$ cat src/rtl/dest_scoreboard.sv
// dest_scoreboard: decodes the MIPS destination register and tracks in-flight writes
// in a fixed-depth shift pipeline. Define WB_BYPASS_EN to drop the write-back stage from hazard checks.
module dest_scoreboard #(
  parameter  int NREG  = 32,
  parameter  int DEPTH = 3,
  localparam int RW    = $clog2(NREG)
) (
  input  logic            clk,
  input  logic            reset,
  input  logic            issue_valid,
  input  logic [31:0]     instruction,
  input  logic            flush,
  output logic            issue_ready,
  output logic [RW-1:0]   dest_reg,
  output logic            illegal,
  output logic            wb_valid,
  output logic [RW-1:0]   wb_reg,
  output logic [NREG-1:0] busy
);

  localparam logic [5:0] OP_SPECIAL = 6'h00;
  localparam logic [5:0] OP_REGIMM  = 6'h01;
  localparam logic [5:0] OP_J       = 6'h02;
  localparam logic [5:0] OP_JAL     = 6'h03;
  localparam logic [5:0] OP_BEQ     = 6'h04;
  localparam logic [5:0] OP_BNE     = 6'h05;
  localparam logic [5:0] OP_BLEZ    = 6'h06;
  localparam logic [5:0] OP_BGTZ    = 6'h07;
  localparam logic [5:0] OP_ADDI    = 6'h08;
  localparam logic [5:0] OP_ADDIU   = 6'h09;
  localparam logic [5:0] OP_SLTI    = 6'h0A;
  localparam logic [5:0] OP_SLTIU   = 6'h0B;
  localparam logic [5:0] OP_ANDI    = 6'h0C;
  localparam logic [5:0] OP_ORI     = 6'h0D;
  localparam logic [5:0] OP_XORI    = 6'h0E;
  localparam logic [5:0] OP_LUI     = 6'h0F;
  localparam logic [5:0] OP_LB      = 6'h20;
  localparam logic [5:0] OP_LW      = 6'h23;
  localparam logic [5:0] OP_LBU     = 6'h24;
  localparam logic [5:0] OP_SB      = 6'h28;
  localparam logic [5:0] OP_SW      = 6'h2B;
  localparam logic [5:0] FN_JR      = 6'h08;
  localparam logic [4:0] RI_BLTZAL  = 5'h10;
  localparam logic [4:0] RI_BGEZAL  = 5'h11;

  // Register 31 truncated to RW bits is all ones for every legal NREG.
  localparam logic [RW-1:0] LINK_REG = {RW{1'b1}};

`ifdef WB_BYPASS_EN
  localparam int HAZ_STAGES = DEPTH - 1;
`else
  localparam int HAZ_STAGES = DEPTH;
`endif

  logic [5:0]            w_opcode;
  logic [5:0]            w_funct;
  logic [4:0]            w_regimmRt;
  logic [RW-1:0]         w_rs;
  logic [RW-1:0]         w_rt;
  logic [RW-1:0]         w_rd;
  logic [RW-1:0]         w_dest;
  logic                  w_legal;
  logic                  w_usesRt;
  logic [NREG-1:0]       w_hazardMask;
  logic [NREG-1:0]       w_busyMask;
  logic                  w_stall;
  logic                  w_unused;
  logic [DEPTH-1:0]          r_stageValid;
  logic [DEPTH-1:0][RW-1:0]  r_stageReg;

  assign w_opcode   = instruction[31:26];
  assign w_funct    = instruction[5:0];
  assign w_regimmRt = instruction[20:16];
  assign w_rs       = instruction[21 +: RW];
  assign w_rt       = instruction[16 +: RW];
  assign w_rd       = instruction[11 +: RW];
  assign w_unused   = ^instruction;

  always_comb begin
    w_dest   = '0;
    w_legal  = 1'b1;
    w_usesRt = 1'b0;
    case (w_opcode)
      OP_SPECIAL: begin
        w_usesRt = 1'b1;
        if (w_funct != FN_JR) w_dest = w_rd;
      end
      OP_REGIMM: begin
        if (w_regimmRt == RI_BLTZAL || w_regimmRt == RI_BGEZAL) w_dest = LINK_REG;
      end
      OP_ADDI, OP_ADDIU, OP_SLTI, OP_SLTIU, OP_ANDI, OP_ORI, OP_XORI, OP_LUI,
      OP_LB, OP_LW, OP_LBU: begin
        w_dest = w_rt;
      end
      OP_BEQ, OP_BNE, OP_SB, OP_SW: begin
        w_usesRt = 1'b1;
      end
      OP_J, OP_BLEZ, OP_BGTZ: begin
        w_dest = '0;
      end
      OP_JAL: begin
        w_dest = LINK_REG;
      end
      default: begin
        w_legal = 1'b0;
      end
    endcase
  end

  // Registers with a pending write in the stages that still block a reader.
  always_comb begin
    w_hazardMask = '0;
    for (int i = 0; i < HAZ_STAGES; i++) begin
      if (r_stageValid[i]) w_hazardMask[r_stageReg[i]] = 1'b1;
    end
    w_hazardMask[0] = 1'b0;
  end

  always_comb begin
    w_busyMask = '0;
    for (int i = 0; i < DEPTH; i++) begin
      if (r_stageValid[i]) w_busyMask[r_stageReg[i]] = 1'b1;
    end
    w_busyMask[0] = 1'b0;
  end

  assign w_stall     = issue_valid & (w_hazardMask[w_rs] | (w_usesRt & w_hazardMask[w_rt]));
  assign issue_ready = issue_valid & ~w_stall & ~flush;
  assign dest_reg    = w_dest;
  assign illegal     = issue_valid & ~w_legal;
  assign busy        = w_busyMask;
  assign wb_valid    = r_stageValid[DEPTH-1];
  assign wb_reg      = r_stageReg[DEPTH-1];

  // No back-pressure: the pipeline shifts every cycle, flush empties it at the edge.
  always_ff @(posedge clk or posedge reset) begin
    if (reset) begin
      r_stageValid <= '0;
      r_stageReg   <= '0;
    end else if (flush) begin
      r_stageValid <= '0;
      r_stageReg   <= '0;
    end else begin
      r_stageValid[0] <= issue_ready;
      r_stageReg[0]   <= issue_ready ? w_dest : '0;
      for (int i = 1; i < DEPTH; i++) begin
        r_stageValid[i] <= r_stageValid[i-1];
        r_stageReg[i]   <= r_stageReg[i-1];
      end
    end
  end

endmodule

$ cat config.mk
export PLATFORM = sky130hd
export DESIGN_NAME = dest_scoreboard
export DESIGN_NICKNAME = d
export VERILOG_FILES = /design/src/rtl/dest_scoreboard.sv
export SDC_FILE = /design/constraint.sdc
export NUM_CORES = 1
export LEC_CHECK = 0
export ABC_AREA = 1
export CAP_MARGIN = 20
export CORE_MARGIN = 4
export CORE_UTILIZATION = 47
export DETAILED_ROUTE_END_ITERATION = 7
export PLACE_DENSITY = 0.82
export SYNTH_ARGS = -nofsm -noshare
export SYNTH_HDL_FRONTEND = slang
export SYNTH_SLANG_ARGS = --single-unit
export TNS_END_PERCENT = 50
$ cat constraint.sdc
create_clock -name clk -period 2.3 [get_ports clk]
set_input_delay 0.345 -clock clk [delete_from_list [all_inputs] [get_ports clk]]
set_output_delay 0.345 -clock clk [all_outputs]
set_load 0.05 [all_outputs]
==> Flow_metrics.wiki <==
{| class="wikitable"
! Metric !! Value
|-
| Setup TNS || -0.5481 ns
|-
| Total via count after detailed routing || 3936
|-
| Worst reg-to-reg setup slack || -0.07 ns
|-
| Worst setup EP type || primary output
|-
| Part of the Yosys area used for sequential elements || 18.98%
|-
| Launching element of the worst setup path || r_stageReg[0]
|-
| Run status || finished, violations left
|-
| Effective utilization at floorplan || 49.27%
|-
| Maximum number of pins on one net before global-route repair || 19
|-
| Die outline area || 6251 µm²
|-
| Initial antenna violation count || 1
|-
| Most common cell in the netlist || nand2_1
|-
| Area share of the leading cell type in the synthesized netlist || 28.78%
|-
| Pre-Repair DR Iteration Count || 6
|-
| Cell count after synthesis || 454
|-
| Buffer cell driving the clock tree root || clkbuf_8
|-
| Max_slew headroom || 50.55%
|-
| Number of ports placed on the die boundary || 81
|-
| Vias per cell || 6.055
|-
| Static Leakage || 0.002242 µW
|-
| Crit path DAT || 2.43 ns
|-
| Starting DRT DRC Count || 592
|-
| Count of state elements after synthesis || 18
|-
| Clock tree from TritonCTS || built
|-
| Clk_lat worst skew || 0.26 ns
|-
| Synthesized-area fraction occupied by xor and xnor cells || 0%
|-
| Proportion of power drawn by combinational gates || 36.8%
|-
| Post-synthesis cell type with the largest combined area || nand2_1
|-
| Simple-Gate Fraction of Synth Area || 66.63%
|-
| Row count || 25
|-
| Violations in the final reports || negative setup slack
|-
| GRT Residual Overflow || 0
|-
| Fraction of the mapped netlist area in adder cells || 0%
|-
| Most frequent cells after synthesis || 182 x nand2_1, 78 x nor2_1, 55 x nand3_1
|-
| Die Wd || 79.07 µm
|-
| Avg WL per Cell || 18.10 µm
|-
| Final number of max-transition violations || 0
|-
| Filler instances || 266
|-
| Max FO, Critical Path || 8
|-
| Synthesized net count || 490
|-
| Remaining antenna violation count after routing || 0
|-
| Synthesized-area fraction occupied by ao, oa, aoi and oai cells || 2.741%
|-
| Required time reported for the critical path endpoint || 1.96 ns
|-
| Final hold viol count || 0
|-
| Min-delay worst type || flip-flop to flip-flop
|-
| Clock network fraction of design power || 28.4%
|-
| Synth async-reset ratio || 100.0%
|-
| Flip-flop cell with the highest count after synthesis || dfrtp_1
|-
| Switching part of the total || 33.58%
|-
| Leading post-synthesis cells by cell area || nand2_1 29%, dfrtp_1 19%, nor2_1 12%
|-
| Depth of the CTS H-tree || 1
|-
| RSZ-0062 raised after global routing || yes
|-
| Sort of element at the start of the critical path || flip-flop
|-
| CTS Sinks || 18
|-
| Max Cap Viol || 0
|-
| Max Freq || 360.5 MHz
|-
| Layout overhead on the synthesized area || 78.18%
|-
| Number of distinct library cells after synthesis || 25
|-
| Final critical path time including I/O delays and setup || 2.774 ns
|-
| Detailed placer's ending HPWL || 7812 µm
|-
| Slew of the pin with the lowest slew margin || 0.7409 ns
|-
| Final core utilization || 87.79%
|-
| EDFF count, synth || 0
|-
| Total Wirelength || 11770 µm
|-
| Design Power || 943.0 µW
|-
| DRC violations left || 0
|-
| Antenna cells || 0
|-
| Via count of the first global-routing pass || 3635
|-
| Mean area per synthesized cell || 5.228 µm²
|-
| Post-synth design cell area || 2374 µm²
|-
| Yosys warning total || 0
|-
| Worst-case hold slack || 0.5288 ns
|-
| Height of the die || 79.07 µm
|-
| Reg-to-reg critical path startpoint || r_stageReg[0]
|-
| Power density relative to cell area || 223.0 nW/µm²
|-
| Overall track demand over capacity in global routing || 33.30%
|-
| Clock transition at the register clock pins on the worst setup and hold paths after CTS || 0.07 ns
|-
| Max Buffers Root-to-Sink || 2
|-
| PortBufs || 74
|-
| Final setup margin || -0.4741 ns
|-
| TritonCTS buffer count || 3
|-
| Mux contribution to synthesized area || 0%
|-
| Endpoints failing setup || 2
|-
| Layout cells sized above 1 || 35.51%
|-
| Flop pwr share || 34.8%
|-
| Largest family of logic cells by synthesized area || simple AND/OR/NAND/NOR gates
|-
| Largest vdd supply drop || 0.0003936 V
|-
| Net count reported at finish || 620
|-
| Wire length of the first global-routing pass || 16620 µm
|-
| Final weighted congestion in routability-driven placement || 0.9796
|-
| Fraction of the cycle the final worst path needs || 120.6%
|-
| Switching power || 316.7 µW
|-
| Critical path class || flip-flop to primary output
|-
| Worst Min Path Start || r_stageValid[1]
|-
| Internal power || 626.3 µW
|-
| Worst clock skew || 0.006128 ns
|-
| Number of flip-flops under the largest register name || 10
|-
| Floorplan core area || 4817 µm²
|}
-- power groups by stage --
stage | clock network (µW) | registers, µW | logic, µW
floorplan | 0 | 333 | 152
detailed placement | 0 | 333 | 304
global route | 283 | 328 | 367
global placement | 0 | 332 | 294
CTS | 268 | 328 | 316
finish | 268 | 328 | 347
-- kinds of logic (layout without fill, tap and decap cells) --
group,count (synthesis),count (layout)
AOI/OAI and AO/OA,12,12
buffers and inverters,64,193
DFF,18,18
other,1,1
and+or+nand+nor,359,359
-- cells in the final DEF (no fill, tap or decap) --
cell             synthesis  routed
clkinvlp_4               0       1
nand2_1                182     170
or2_2                    4       4
dfrtp_1                 18      13
nor3_2                   2       1
nand3_2                  9      30
nand2_2                  2      12
conb_1                   1       1
nand2_4                  0       2
dlymetal6s2s_1           0       3
and2_1                   1       1
inv_4                    0       1
nor2_2                   0      16
nor3_4                   1       4
nand3_4                  0       1
nor2_1                  78      54
nor4_4                   0       1
nor2_4                   2      10
a21oi_1                  5       4
nor4_2                   0       1
inv_2                    5      10
nor3_1                   5       3
o211ai_1                 2       2
clkbuf_8                 0       4
o21ai_1                  2       2
buf_12                   0      26
inv_1                   46      39
clkdlybuf4s50_1          0      33
nand3_1                 55      33
buf_4                    8      73
a21oi_2                  0       1
buf_6                    0       3
and3_1                   6       6
o21ai_2                  0       1
o21ai_0                  3       2
dfrtp_2                  0       5
nand4_1                 10      10
-- worst max-delay path, stage by stage (launching register included) --
cell and delay (ns):
dfrtp_2 0.46, nand2_4 0.09, nor2_4 0.27, buf_6 0.14, nand2_1 0.12, nand3_1 0.14
nand3_1 0.10, a21oi_1 0.19, nand2_1 0.11, nand3_2 0.08, nand3_2 0.08, nand2_4 0.10
clkinvlp_4 0.11, buf_12 0.16
-- metal layers --
layer	vias to the layer above	track usage [%]	share of wire, %
met5	-	0	0.093
met4	2	18.38	8.2
met3	123	6.463	12
met2	378	60.94	47
met1	1751	35.53	33
li1	1682	-	-
-- what timing repair did --
action	CTS	global route
hold buffers	0	0
pin swaps	6	18
buffers inserted	6	9
resized for setup	31	42
endpoints found under the setup margin	4	12
-- metrics by stage --
stage,setup slack [ns],std cells,area [µm²]
2_1_floorplan,-0.1093,454,2495
3_3_place_gp,-0.1884,631,3836
3_5_place_dp,-0.2295,631,3836
4_1_cts,-0.2342,641,4025
5_1_grt,-0.5587,650,4229
6_report,-0.4741,650,4229
-- path summary, 6_finish.rpt --
| check | end | depth (start not counted) |
|---|---|---|
| setup / recovery | issue_ready | 13 |
| hold / removal | r_stageValid[2] | 2 |
| setup reg to reg | r_stageValid[0] | 14 |
| hold reg to reg | r_stageValid[2] | 2 |
| max in group asynchronous | r_stageValid[2] | 2 |
| min in group asynchronous | wb_reg[1] | 2 |
-- layout make-up --
cell class	instances	area [µm²]	area share, %
multi-input cells	372	1966	46.48
repair buffers	138	1470	34.76
flip-flops and latches	18	456.7	10.80
inverters	51	197.7	4.675
well taps	67	83.83	1.982
clock buffers	4	55.05	1.302
Note: power is estimated with default switching activity, not from simulation.
